<file path="src/rtl/serial_sub_pkg.sv">
// Shared types and limits for the bit-serial subtractor controller.
package serial_sub_pkg;

    typedef enum logic [1:0] {
        IDLE,
        RUN,
        DONE
    } state_e;

    localparam int unsigned SERIAL_SUB_W_MAX = 32;

endpackage

</file>
<file path="src/rtl/serial_sub_ctrl_if.sv">
// Operand/result handshake bundle between a producer/consumer and serial_sub_ctrl.
interface serial_sub_ctrl_if #(
    parameter int unsigned W = 8
);
    logic         in_valid;
    logic         in_ready;
    logic [W-1:0] a_in;
    logic [W-1:0] b_in;
    logic         out_valid;
    logic         out_ready;
    logic [W-1:0] diff_out;
    logic         borrow_out;
    logic         busy;

    modport master (
        output in_valid, a_in, b_in, out_ready,
        input  in_ready, out_valid, diff_out, borrow_out, busy
    );

    modport slave (
        input  in_valid, a_in, b_in, out_ready,
        output in_ready, out_valid, diff_out, borrow_out, busy
    );
endinterface

</file>
<file path="src/rtl/sub_bit_cell.sv">
// Combinational one-bit full subtractor: d = a - b - bin, bout = borrow out.
module sub_bit_cell (
    input  logic a_i,
    input  logic b_i,
    input  logic bin_i,
    output logic d_o,
    output logic bout_o
);
    always_comb begin
        d_o    = a_i ^ b_i ^ bin_i;
        bout_o = (~a_i & b_i) | (~(a_i ^ b_i) & bin_i);
    end
endmodule

</file>
<file path="src/rtl/serial_sub_ctrl.sv">
// Sequencer time-sharing one sub_bit_cell across W bits, LSB first.
// Optional SERIAL_SUB_SAT_EN: diff_out forced to 0 when the final borrow is set.
module serial_sub_ctrl
    import serial_sub_pkg::*;
#(
    parameter int unsigned W = 8
) (
    input logic                clk,
    input logic                rst_n,
    serial_sub_ctrl_if.slave   bus
);
    localparam int unsigned CntW = $clog2(W + 1);

    if (W < 1 || W > SERIAL_SUB_W_MAX) begin : g_bad_width
        $error("serial_sub_ctrl: W out of range");
    end

    state_e          state_q;
    logic [W-1:0]    a_q;
    logic [W-1:0]    b_q;
    logic [W-1:0]    res_q;
    logic            bor_q;
    logic [CntW-1:0] cnt_q;

    logic            d;
    logic            bout;
    logic [W-1:0]    res_d;
    logic [W-1:0]    diff_d;

    sub_bit_cell u_cell (
        .a_i    (a_q[0]),
        .b_i    (b_q[0]),
        .bin_i  (bor_q),
        .d_o    (d),
        .bout_o (bout)
    );

    // Each new bit enters at the MSB so after W shifts bit 0 holds the LSB.
    always_comb begin
        res_d  = (res_q >> 1) | (W'(d) << (W - 1));
        diff_d = res_d;
`ifdef SERIAL_SUB_SAT_EN
        if (bout) begin
            diff_d = '0;
        end
`endif
    end

    always_ff @(posedge clk) begin
        if (!rst_n) begin
            state_q        <= IDLE;
            a_q            <= '0;
            b_q            <= '0;
            res_q          <= '0;
            bor_q          <= 1'b0;
            cnt_q          <= '0;
            bus.in_ready   <= 1'b1;
            bus.out_valid  <= 1'b0;
            bus.busy       <= 1'b0;
            bus.diff_out   <= '0;
            bus.borrow_out <= 1'b0;
        end else begin
            unique case (state_q)
                IDLE: begin
                    if (bus.in_valid) begin
                        a_q          <= bus.a_in;
                        b_q          <= bus.b_in;
                        bor_q        <= 1'b0;
                        cnt_q        <= '0;
                        state_q      <= RUN;
                        bus.in_ready <= 1'b0;
                        bus.busy     <= 1'b1;
                    end
                end
                RUN: begin
                    a_q   <= a_q >> 1;
                    b_q   <= b_q >> 1;
                    res_q <= res_d;
                    bor_q <= bout;
                    cnt_q <= cnt_q + CntW'(1);
                    if (cnt_q == CntW'(W - 1)) begin
                        state_q        <= DONE;
                        bus.out_valid  <= 1'b1;
                        bus.diff_out   <= diff_d;
                        bus.borrow_out <= bout;
                    end
                end
                DONE: begin
                    if (bus.out_ready) begin
                        state_q       <= IDLE;
                        bus.out_valid <= 1'b0;
                        bus.busy      <= 1'b0;
                        bus.in_ready  <= 1'b1;
                    end
                end
                default: begin
                    state_q       <= IDLE;
                    bus.out_valid <= 1'b0;
                    bus.busy      <= 1'b0;
                    bus.in_ready  <= 1'b1;
                end
            endcase
        end
    end
endmodule

</file>
<file path="src/flat_wrapper.sv">
// flat-port wrapper written by rule: the top's interface ports become plain ports
module serial_sub_ctrl_flat import serial_sub_pkg::*;
#(
    parameter int unsigned W = 8
)
  (clk, rst_n, bus_in_valid, bus_a_in, bus_b_in, bus_out_ready, bus_in_ready, bus_out_valid, bus_diff_out, bus_borrow_out, bus_busy);
  serial_sub_ctrl_if #(.W(W)) bus_i ();
  input logic clk;
  input logic rst_n;
  input wire logic [$bits(bus_i.in_valid)-1:0] bus_in_valid;
  input wire logic [$bits(bus_i.a_in)-1:0] bus_a_in;
  input wire logic [$bits(bus_i.b_in)-1:0] bus_b_in;
  input wire logic [$bits(bus_i.out_ready)-1:0] bus_out_ready;
  output wire logic [$bits(bus_i.in_ready)-1:0] bus_in_ready;
  output wire logic [$bits(bus_i.out_valid)-1:0] bus_out_valid;
  output wire logic [$bits(bus_i.diff_out)-1:0] bus_diff_out;
  output wire logic [$bits(bus_i.borrow_out)-1:0] bus_borrow_out;
  output wire logic [$bits(bus_i.busy)-1:0] bus_busy;
  assign bus_i.in_valid = bus_in_valid;
  assign bus_i.a_in = bus_a_in;
  assign bus_i.b_in = bus_b_in;
  assign bus_i.out_ready = bus_out_ready;
  assign bus_in_ready = bus_i.in_ready;
  assign bus_out_valid = bus_i.out_valid;
  assign bus_diff_out = bus_i.diff_out;
  assign bus_borrow_out = bus_i.borrow_out;
  assign bus_busy = bus_i.busy;
  serial_sub_ctrl #(.W(W)) u_core (.clk(clk), .rst_n(rst_n), .bus(bus_i));
endmodule
</file>
<file path="config.mk">
export PLATFORM = sky130hd
export DESIGN_NAME = serial_sub_ctrl_flat
export DESIGN_NICKNAME = d
export VERILOG_FILES = /design/src/rtl/serial_sub_pkg.sv /design/src/rtl/serial_sub_ctrl_if.sv /design/src/rtl/sub_bit_cell.sv /design/src/rtl/serial_sub_ctrl.sv /design/src/flat_wrapper.sv
export SDC_FILE = /design/constraint.sdc
export NUM_CORES = 1
export LEC_CHECK = 0
export CORE_MARGIN = 2
export CORE_UTILIZATION = 41
export CTS_CLUSTER_DIAMETER = 150
export DETAILED_ROUTE_END_ITERATION = 16
export HOLD_SLACK_MARGIN = 0.05
export RECOVER_POWER = 25
export SLEW_MARGIN = 5
export SYNTH_ARGS = -nofsm -noshare
export SYNTH_HDL_FRONTEND = slang
export SYNTH_SLANG_ARGS = --single-unit
</file>
<file path="constraint.sdc">
create_clock -name clk -period 1.5 [get_ports clk]
set_input_delay 0.3 -clock clk [delete_from_list [all_inputs] [get_ports clk]]
set_output_delay 0.3 -clock clk [all_outputs]
set_load 0.01 [all_outputs]
</file>
==> results.py, run 1 <==
metrics = {
    "floorplanning": {
        "num_rows": 24,
        "die_w_um": 72.2,
        "core_area_sq_um": 4410,
        "num_io_pins": 32,
        "initial_core_util": 0.432,
        "die_h_um": 72.2,
        "dieArea_sq_um": 5210,
    },
    "final_layout": {
        "mostFrequentLayoutCell": "dfxtp_1",
        "syn2layout_area_growth_pct": 25.0,
        "antennaDiodeCount": 0,
        "multiInputGateArea_sq_um": 941,
        "fillers": 414,
        "layout_common_cells": "dfxtp_1 (42), nand2_1 (33), a21oi_1 (24)",
        "ff_latch_area_sq_um": 841,
        "finalInstanceArea_sq_um": 2380,
        "drive_gt1_frac": 0.103,
        "final_cells": 295,
        "nets": 264,
    },
    "setup_path": {
        "rr_worst_depth": 4,
        "path_cells": "clkdlybuf4s50_1 > buf_12 > or3b_1 > o21ai_0 > a21oi_1",
        "arrival_ps": 1550,
        "r2r-end": "u_core.bus.diff_out[6]",
        "cp.required_ps": 1680,
        "cp-start-kind": "primary input",
        "worst_r2r_startpoint": "u_core.cnt_q[0]",
        "endpoint_kind": "flop",
        "cp_max_fo": 27,
        "ff2ff_setup_slack_ps": 160,
        "slowest_stage": "clkdlybuf4s50_1",
        "cpPeakStageDelay_ps": 550,
        "timing_worst_setup_path_type": "primary input to flop",
    },
    "place": {
        "detailed_place_hpwl_um": 2860,
        "portBuffers": 31,
        "dp.cells": 287,
        "gp_congestion": 0.757,
        "place_area_sq_um": 2300,
    },
    "yosys": {
        "syn_inst": 211,
        "synthTopCellsByArea": "dfxtp_1 (44%), nand2_1 (6.5%), o221ai_1 (6.4%)",
        "synth_cell_types": 37,
        "syn_area_per_cell_sq_um": 9.03,
        "yosysSeqAreaShare": 0.441,
        "yosysWarnings": 0,
        "synth_top_area_frac": 0.441,
        "synthesis.nets": 233,
        "synth_seq_cells": 42,
        "yosysTopAreaCell": "dfxtp_1",
        "synth_area_sq_um": 1910,
    },
    "routing": {
        "drt_iter0_drc": 89,
        "via_per_inst": 5.46,
        "wl_per_cell_um": 14.3,
        "drc_errors": 0,
        "dr.pass1.iters": 4,
        "final_antenna_net_count": 0,
        "wl_um": 4210,
        "vias": 1610,
    },
    "global_routing": {
        "track_usage": 0.176,
        "grt_pass1_vias": 1585,
        "antenna_found_initial": 0,
        "gr-total-overflow": 0,
        "grt_max_degree": 34,
        "grt_pass1_wl_um": 7200,
    },
    "pwr": {
        "power_per_cell_area_nw_per_um2": 944,
        "leakagePower_nw": 0.832,
        "irDropWorstVdd_v": 0.000432,
    },
    "flow_run": {
        "cap_violations": 0,
    },
    "clocking": {
        "root_buffer": "clkbuf_8",
        "path_clk_slew_ps": 90,
        "clkLatencyLatePin_ps": 300,
        "cts_sinks": 42,
        "cts_setup_buffers": 0,
        "cts.path.max_buffers": 2,
        "cts_tree": "built",
        "cts_inserted_buffers": 5,
        "htreeDepth": 2,
    },
    "timing": {
        "hold_viol": 0,
        "fin_skew_ps": 12.2,
        "worst_pin_slew_ps": 506,
        "whs_ps": 460,
        "final_max_slew_viol_count": 0,
        "rsz0062_at_grt": "no",
        "setup_viol": 0,
        "relSlewSlack": 0.662,
        "finalCritPeriodShare": 0.915,
        "max_freq_mhz": 729,
        "finalSetupTns_ps": 0,
        "post-route-min-period_ps": 1370,
    },
    "hold_path": {
        "hold_path_depth": 2,
        "min_from": "u_core.bus.diff_out[1]",
        "holdPathEnd": "u_core.bus.diff_out[1]",
        "min_path_type": "flop to flop",
    },
    "status": {
        "status": "finished, final reports clean",
    },
}
## cells in the mapped netlist, drive strengths merged
| cell type | count |
|---|---|
| a22oi | 2 |
| a31oi | 1 |
| buf | 8 |
| a22o | 2 |
| and3b | 1 |
| a21o | 1 |
| a211oi | 2 |
| clkinv | 1 |
| ha | 1 |
| o221ai | 14 |
| nor3b | 1 |
| or2 | 1 |
| nand2b | 1 |
| inv | 5 |
| mux2i | 9 |
| fa | 1 |
| a32o | 2 |
| a2bb2oi | 1 |
| nand3 | 2 |
| nor2 | 6 |
| or3 | 1 |
| clkbuf | 9 |
| nand2 | 33 |
| a21oi | 24 |
| and2 | 1 |
| dfxtp | 42 |
| o21ai | 18 |
| o21a | 1 |
| o21bai | 1 |
| nor3 | 1 |
| nor2b | 4 |
| or3b | 14 |
## critical path, delay by kind of cell
family / cells / cell delay [ps]
buf+inv: 2 / 720
compound gates: 2 / 170
simple gates: 1 / 350
## stage by stage
step | util | setup slack [ps] | power [W]
2_1_floorplan | - | 225 | 0.00140
5_1_grt | 0.540 | 56.0 | 0.00236
3_3_place_gp | 0.521 | -139 | 0.00151
3_5_place_dp | 0.521 | -176 | 0.00152
4_1_cts | 0.541 | 0.587 | 0.00228
6_report | 0.540 | 128 | 0.00225
## repair_timing
item | in CTS | in global routing
endpoints found under the setup margin | 2 | 10
hold buffers | 0 | 0
resized for setup | 2 | 10
## area by class of cell
type	instances	area share
Clock buffer	5	0.0289
Clock inverter	3	0.00998
Sequential cell	42	0.353
Inverter	6	0.00945
Timing Repair Buffer	41	0.176
Multi-Input combinational cell	146	0.395
Tap cell	52	0.0273
## cells by family after synthesis
| family | synth area share |
|---|---|
| buffers and inverters | 0.0611 |
| multiplexers | 0.0473 |
| AND/OR/NAND/NOR | 0.195 |
| flip-flops | 0.441 |
| adder cells (fa/ha/maj) | 0.0171 |
| AO/OA/AOI/OAI | 0.238 |
## worst max-delay path by stage
stage	depth (start not counted)	startpoint	endpoint	slack (ps)
after global placement	5	bus_in_valid	u_core.a_q[6]	-140
after global routing	3	u_core.state_q[1]	u_core.a_q[4]	60
after CTS	1	u_core.bus.diff_out[6]	bus_diff_out[6]	0.6
after floorplan	5	u_core.cnt_q[0]	u_core.state_q[1]	230
final	5	bus_in_valid	u_core.a_q[1]	130
after detailed placement	5	bus_in_valid	u_core.b_q[1]	-180
## power by group
| group | leakage (nW) | switching [W] | internal (W) |
|---|---|---|---|
| logic | 0.447 | 0.000133 | 0.000150 |
| registers | 0.344 | 0.0000421 | 0.00117 |
| clock network | 0.0408 | 0.000425 | 0.000333 |
| total | 0.832 | 0.000600 | 0.00165 |
## state kept, by name (all words and copies together), names as in the netlist
register               flops
u_core.a_q                 8
u_core.b_q                 8
u_core.bor_q               1
u_core.bus.borrow_out      1
u_core.bus.busy            1
u_core.bus.diff_out        8
u_core.bus.in_ready        1
u_core.bus.out_valid       1
u_core.cnt_q               4
u_core.res_q               7
u_core.state_q             2
## metal layers
metal  part of all wire  vias to the layer above  global-route usage
li1                   -                      818                   -
met1               0.47                      761               0.217
met2               0.49                       29               0.293
met3              0.032                        2              0.0458
met4             0.0069                        0              0.0692
met5                  0                        -                   0
Power figures use the tool's default switching activity.
==> inputs of run 2 (changes only) <==
--- a/config.mk
+++ b/config.mk
@@ -10,6 +10,7 @@
 export CTS_CLUSTER_DIAMETER = 150
 export DETAILED_ROUTE_END_ITERATION = 16
 export HOLD_SLACK_MARGIN = 0.05
+export MAX_ROUTING_LAYER = met4
 export RECOVER_POWER = 25
 export SLEW_MARGIN = 5
 export SYNTH_ARGS = -nofsm -noshare
==> run 2 against run 1 <==
  * Total power barely moved
  * Worst hold slack barely moved
  * Count of clock-buffer cells in the layout did not move
  * Maximum frequency rose by 0.16%
  * Register-to-register slack barely moved
  * Sequential share of layout area did not move
  * Non-clock buffer count did not move
  * Combinational power barely moved
  * Clock power barely moved
  * Critical endpoint unchanged
  * Largest cell class unchanged
==> results.py, run 2 (synthesized netlist as in run 1, its figures left out) <==
metrics = {
    "floorplanning": {
        "num_io_pins": 32,
        "num_rows": 24,
        "die_h_um": 72.2,
        "dieArea_sq_um": 5210,
        "initial_core_util": 0.432,
        "die_w_um": 72.2,
        "core_area_sq_um": 4410,
    },
    "timing": {
        "relSlewSlack": 0.659,
        "final_max_slew_viol_count": 0,
        "fin_skew_ps": 11.3,
        "hold_viol": 0,
        "setup_viol": 0,
        "worst_pin_slew_ps": 511,
        "fin_ws_ps": 130,
        "rsz0062_at_grt": "no",
        "finalCritPeriodShare": 0.913,
        "whs_ps": 460,
        "post-route-min-period_ps": 1370,
        "max_freq_mhz": 730,
    },
    "clocking": {
        "clkLatencyLatePin_ps": 300,
        "cts_inserted_buffers": 5,
        "cts_resized": 2,
        "cts_setup_buffers": 0,
        "cts_tree": "built",
        "path_clk_slew_ps": 90,
        "htreeDepth": 2,
        "root_buffer": "clkbuf_8",
        "hold_buffers": 0,
        "cts.path.max_buffers": 2,
        "cts_sinks": 42,
    },
    "global_routing": {
        "grt_pass1_wl_um": 7180,
        "antenna_found_initial": 0,
        "grt_pass1_vias": 1585,
        "gr-total-overflow": 0,
        "grt_max_degree": 34,
        "track_usage": 0.181,
    },
    "pwr": {
        "irDropWorstVdd_v": 0.000433,
        "leakagePower_nw": 0.832,
        "power_per_cell_area_nw_per_um2": 945,
    },
    "setup_path": {
        "ff2ff_setup_slack_ps": 170,
        "rr_worst_depth": 4,
        "critPathBufInv": 2,
        "cp-start-kind": "primary input",
        "cpPeakStageDelay_ps": 550,
        "r2r-end": "u_core.bus.diff_out[6]",
        "endpoint": "u_core.a_q[1]",
        "cp.depth": 5,
        "cp.required_ps": 1680,
        "arrival_ps": 1550,
        "slowest_stage": "clkdlybuf4s50_1",
        "path_cells": "clkdlybuf4s50_1 > buf_12 > or3b_1 > o21ai_0 > a21oi_1",
        "endpoint_kind": "flop",
        "crit_start": "bus_in_valid",
        "cp_max_fo": 27,
        "timing_worst_setup_path_type": "primary input to flop",
        "worst_r2r_startpoint": "u_core.cnt_q[0]",
        "cp_top_family": "buffers and inverters",
    },
    "routing": {
        "drt_iter0_drc": 90,
        "drc_errors": 0,
        "vias": 1612,
        "wl_per_cell_um": 14.3,
        "via_per_inst": 5.46,
        "dr.pass1.iters": 4,
        "final_antenna_net_count": 0,
        "wl_um": 4210,
    },
    "place": {
        "portBuffers": 31,
        "detailed_place_hpwl_um": 2860,
        "place_area_sq_um": 2300,
        "dp_slack_ps": -176,
        "gp_congestion": 0.767,
    },
    "final_layout": {
        "nets": 264,
        "mostFrequentLayoutCell": "dfxtp_1",
        "syn2layout_area_growth_pct": 25.0,
        "finalInstanceArea_sq_um": 2380,
        "layout_common_cells": "dfxtp_1 (42), nand2_1 (33), a21oi_1 (24)",
        "drive_gt1_frac": 0.103,
        "reg.largest.list": "u_core.a_q: 8 flops, u_core.b_q: 8 flops, u_core.bus.diff_out: 8 flops",
        "antennaDiodeCount": 0,
    },
    "flow_run": {
        "cap_violations": 0,
    },
    "status": {
        "status": "finished, final reports clean",
    },
    "hold_path": {
        "min_path_type": "flop to flop",
    },
}
-- run 2: cell counts in the layout (fill, tap and decap cells not counted) --
Identical to the previous run, type by type.
-- run 2: worst min-delay path by stage --
stage                            from                      to  slack [ps]  depth (start not counted)
2_1_floorplan         u_core.res_q[1]         u_core.res_q[1]         440                          2
3_3_place_gp   u_core.bus.diff_out[7]  u_core.bus.diff_out[7]         440                          2
3_5_place_dp   u_core.bus.diff_out[1]  u_core.bus.diff_out[1]         450                          2
4_1_cts        u_core.bus.diff_out[1]  u_core.bus.diff_out[1]         460                          2
5_1_grt        u_core.bus.diff_out[0]  u_core.bus.diff_out[0]         480                          2
6_report       u_core.bus.diff_out[1]  u_core.bus.diff_out[1]         460                          2
-- run 2: layer usage --
metal  share of wire  global-route usage
met3           0.029              0.0431
met5               0                   -
met2            0.50               0.294
met4          0.0069              0.0692
met1            0.47               0.217
-- run 2: where the power goes --
group / internal (W) / leakage, nW / switching [W]
sequential: 0.00117 / 0.344 / 0.0000424
combinational: 0.000150 / 0.447 / 0.000133
clock: 0.000333 / 0.0408 / 0.000426
total: 0.00165 / 0.832 / 0.000601
-- run 2: tightest hold or removal path: cells and delay by family (launching register included) --
family        cells  cell delay (ps)
mux               1               50
simple gates      1               50
flops             1              320
-- run 2: layout make-up --
type,instances,area (sq um)
tap,52,65.1
sequential,42,841
inverter,6,22.5
timing repair buffer,41,420
clock inverter,3,23.8
multi-input combinational,146,941
clock buffer,5,68.8
fill,414,2030
-- run 2: per-stage QoR --
stage                     instances   util  total power [W]  setup TNS [ps]
after floorplan                 211      -          0.00140               0
after global placement          287  0.521          0.00151           -1780
after detailed placement        287  0.521          0.00152           -2590
after CTS                       295  0.541          0.00228               0
after global routing            295  0.540          0.00236               0
final                           295  0.540          0.00225               0
==> inputs of run 3 (changes only) <==
--- a/config.mk
+++ b/config.mk
@@ -5,12 +5,15 @@
 export SDC_FILE = /design/constraint.sdc
 export NUM_CORES = 1
 export LEC_CHECK = 0
+export CELL_PAD_IN_SITES_DETAIL_PLACEMENT = 0
+export CELL_PAD_IN_SITES_GLOBAL_PLACEMENT = 2
 export CORE_MARGIN = 2
-export CORE_UTILIZATION = 41
+export CORE_UTILIZATION = 32
 export CTS_CLUSTER_DIAMETER = 150
 export DETAILED_ROUTE_END_ITERATION = 16
 export HOLD_SLACK_MARGIN = 0.05
 export MAX_ROUTING_LAYER = met4
+export PLACE_DENSITY_LB_ADDON = 0.1
 export RECOVER_POWER = 25
 export SLEW_MARGIN = 5
 export SYNTH_ARGS = -nofsm -noshare
==> run 3 against run 2 <==
  * Die area up 26%
  * Non-clock buffer count unchanged
  * Critical path type is now flop to output pin
  * Total power up 15%
  * Maximum frequency down 5.8%
==> results.py, run 3 (synthesized netlist as in run 1, its figures left out) <==
metrics = {
    "global_routing": {
        "grt_pass1_vias": 1496,
        "antenna_found_initial": 0,
        "grt_max_degree": 32,
        "gr-total-overflow": 0,
        "track_usage": 0.151,
        "grt.busiest_layer": "met2",
        "grtUsageMet3": 0.0311,
        "grt_use_met1": 0.202,
        "grtUsageMet2": 0.221,
        "grt_pass1_wl_um": 7370,
    },
    "clocking": {
        "cts_resized": 3,
        "path_clk_slew_ps": 80,
        "clkLatencyLatePin_ps": 290,
        "cts_inserted_buffers": 5,
        "cts_setup_buffers": 0,
        "cts.path.max_buffers": 2,
        "cts_sinks": 42,
        "hold_buffers": 0,
        "cts_tree": "built",
        "root_buffer": "clkbuf_8",
        "htreeDepth": 2,
    },
    "routing": {
        "wl_um": 4300,
        "drt_iter0_drc": 70,
        "final_antenna_net_count": 0,
        "vias": 1598,
        "dr.pass1.iters": 4,
        "drc_errors": 0,
        "via_per_inst": 5.03,
        "wl_per_cell_um": 13.5,
    },
    "setup_path": {
        "cpPeakStageDelay_ps": 530,
        "slowest_stage": "clkdlybuf4s50_1",
        "critPathBufInv": 1,
        "arrival_ps": 1150,
        "path_cells": "clkdlybuf4s50_1",
        "cp.required_ps": 1200,
        "timing_worst_setup_path_type": "flop to output pin",
        "cp_top_family": "buffers and inverters",
        "endpoint_kind": "output pin",
        "cp_max_fo": 2,
        "cp-start-kind": "flop",
    },
    "floorplanning": {
        "dieArea_sq_um": 6590,
        "die_h_um": 81.2,
        "initial_core_util": 0.326,
        "num_rows": 28,
        "die_w_um": 81.2,
        "num_io_pins": 32,
        "core_area_sq_um": 5850,
    },
    "final_layout": {
        "nets": 264,
        "mostFrequentLayoutCell": "dfxtp_1",
        "antennaDiodeCount": 0,
        "syn2layout_area_growth_pct": 29.2,
        "reg.largest.list": "u_core.a_q: 8 flops, u_core.b_q: 8 flops, u_core.bus.diff_out: 8 flops",
        "fillers": 576,
        "layout_common_cells": "dfxtp_1 (42), nand2_1 (33), a21oi_1 (24)",
        "drive_gt1_frac": 0.0947,
    },
    "pwr": {
        "seqPwrFrac": 0.466,
        "p_comb_frac": 0.107,
        "p_int_w": 0.00202,
        "power_per_cell_area_nw_per_um2": 1050,
        "irDropWorstVdd_v": 0.000547,
        "power.switching_w": 0.000570,
        "clkPwrFrac": 0.427,
        "swShare": 0.220,
        "leakagePower_nw": 0.861,
    },
    "hold_path": {
        "min_path_type": "flop to flop",
    },
    "timing": {
        "whs_ps": 460,
        "max_freq_mhz": 688,
        "setup_viol": 0,
        "finalSetupTns_ps": 0,
        "fin_skew_ps": 6.94,
        "finalCritPeriodShare": 0.970,
        "hold_viol": 0,
        "worst_pin_slew_ps": 299,
        "final_max_slew_viol_count": 0,
        "relSlewSlack": 0.801,
        "post-route-min-period_ps": 1450,
        "rsz0062_at_grt": "no",
    },
    "place": {
        "portBuffers": 31,
        "gp_congestion": 0.748,
        "detailed_place_hpwl_um": 2870,
    },
    "status": {
        "status": "finished, final reports clean",
    },
    "flow_run": {
        "cap_violations": 0,
    },
}
==> run 3: final cells by class <==
class                   instances  area (sq um)  area share
clock buffers                   6          82.6      0.0336
clock inverters                 2          60.1      0.0244
inverters                       6          22.5     0.00915
multi-input cells             146           933       0.379
flip-flops and latches         42           841       0.342
well taps                      75          93.8      0.0381
repair buffers                 41           428       0.174
==> run 3: power by group through the flow <==
stage               logic, W  clock network (W)  registers (W)
finish              0.000278            0.00111        0.00121
detailed placement  0.000288                  0        0.00124
global route        0.000312            0.00119        0.00122
global placement    0.000281                  0        0.00123
CTS                 0.000286            0.00114        0.00121
floorplan           0.000176                  0        0.00122
==> run 3: routing by layer <==
layer	routed length (um)	vias to the layer above
met5	0	-
met4	68	0
met3	144	5
met2	1900	28
met1	2180	746
li1	-	819
==> run 3: through the flow <==
stage               cells  worst slack (ps)  cell area (sq um)  utilization  total power, W
finish                318              45.7               2460        0.421         0.00259
global route          318              9.91               2460        0.421         0.00272
CTS                   318              14.3               2480        0.424         0.00263
detailed placement    310              -148               2340        0.400         0.00152
global placement      310              -121               2340        0.400         0.00151
floorplan             211               225               1910            -         0.00140
==> run 3: worst paths after layout <==
path | start | endpoint | slack (ps) | depth (start not counted)
setup / recovery | u_core.bus.diff_out[3] | bus_diff_out[3] | 50 | 1
hold / removal | u_core.bus.diff_out[4] | u_core.bus.diff_out[4] | 460 | 2
setup reg to reg | u_core.cnt_q[0] | u_core.bus.diff_out[3] | 170 | 4
hold reg to reg | u_core.bus.diff_out[4] | u_core.bus.diff_out[4] | 460 | 2
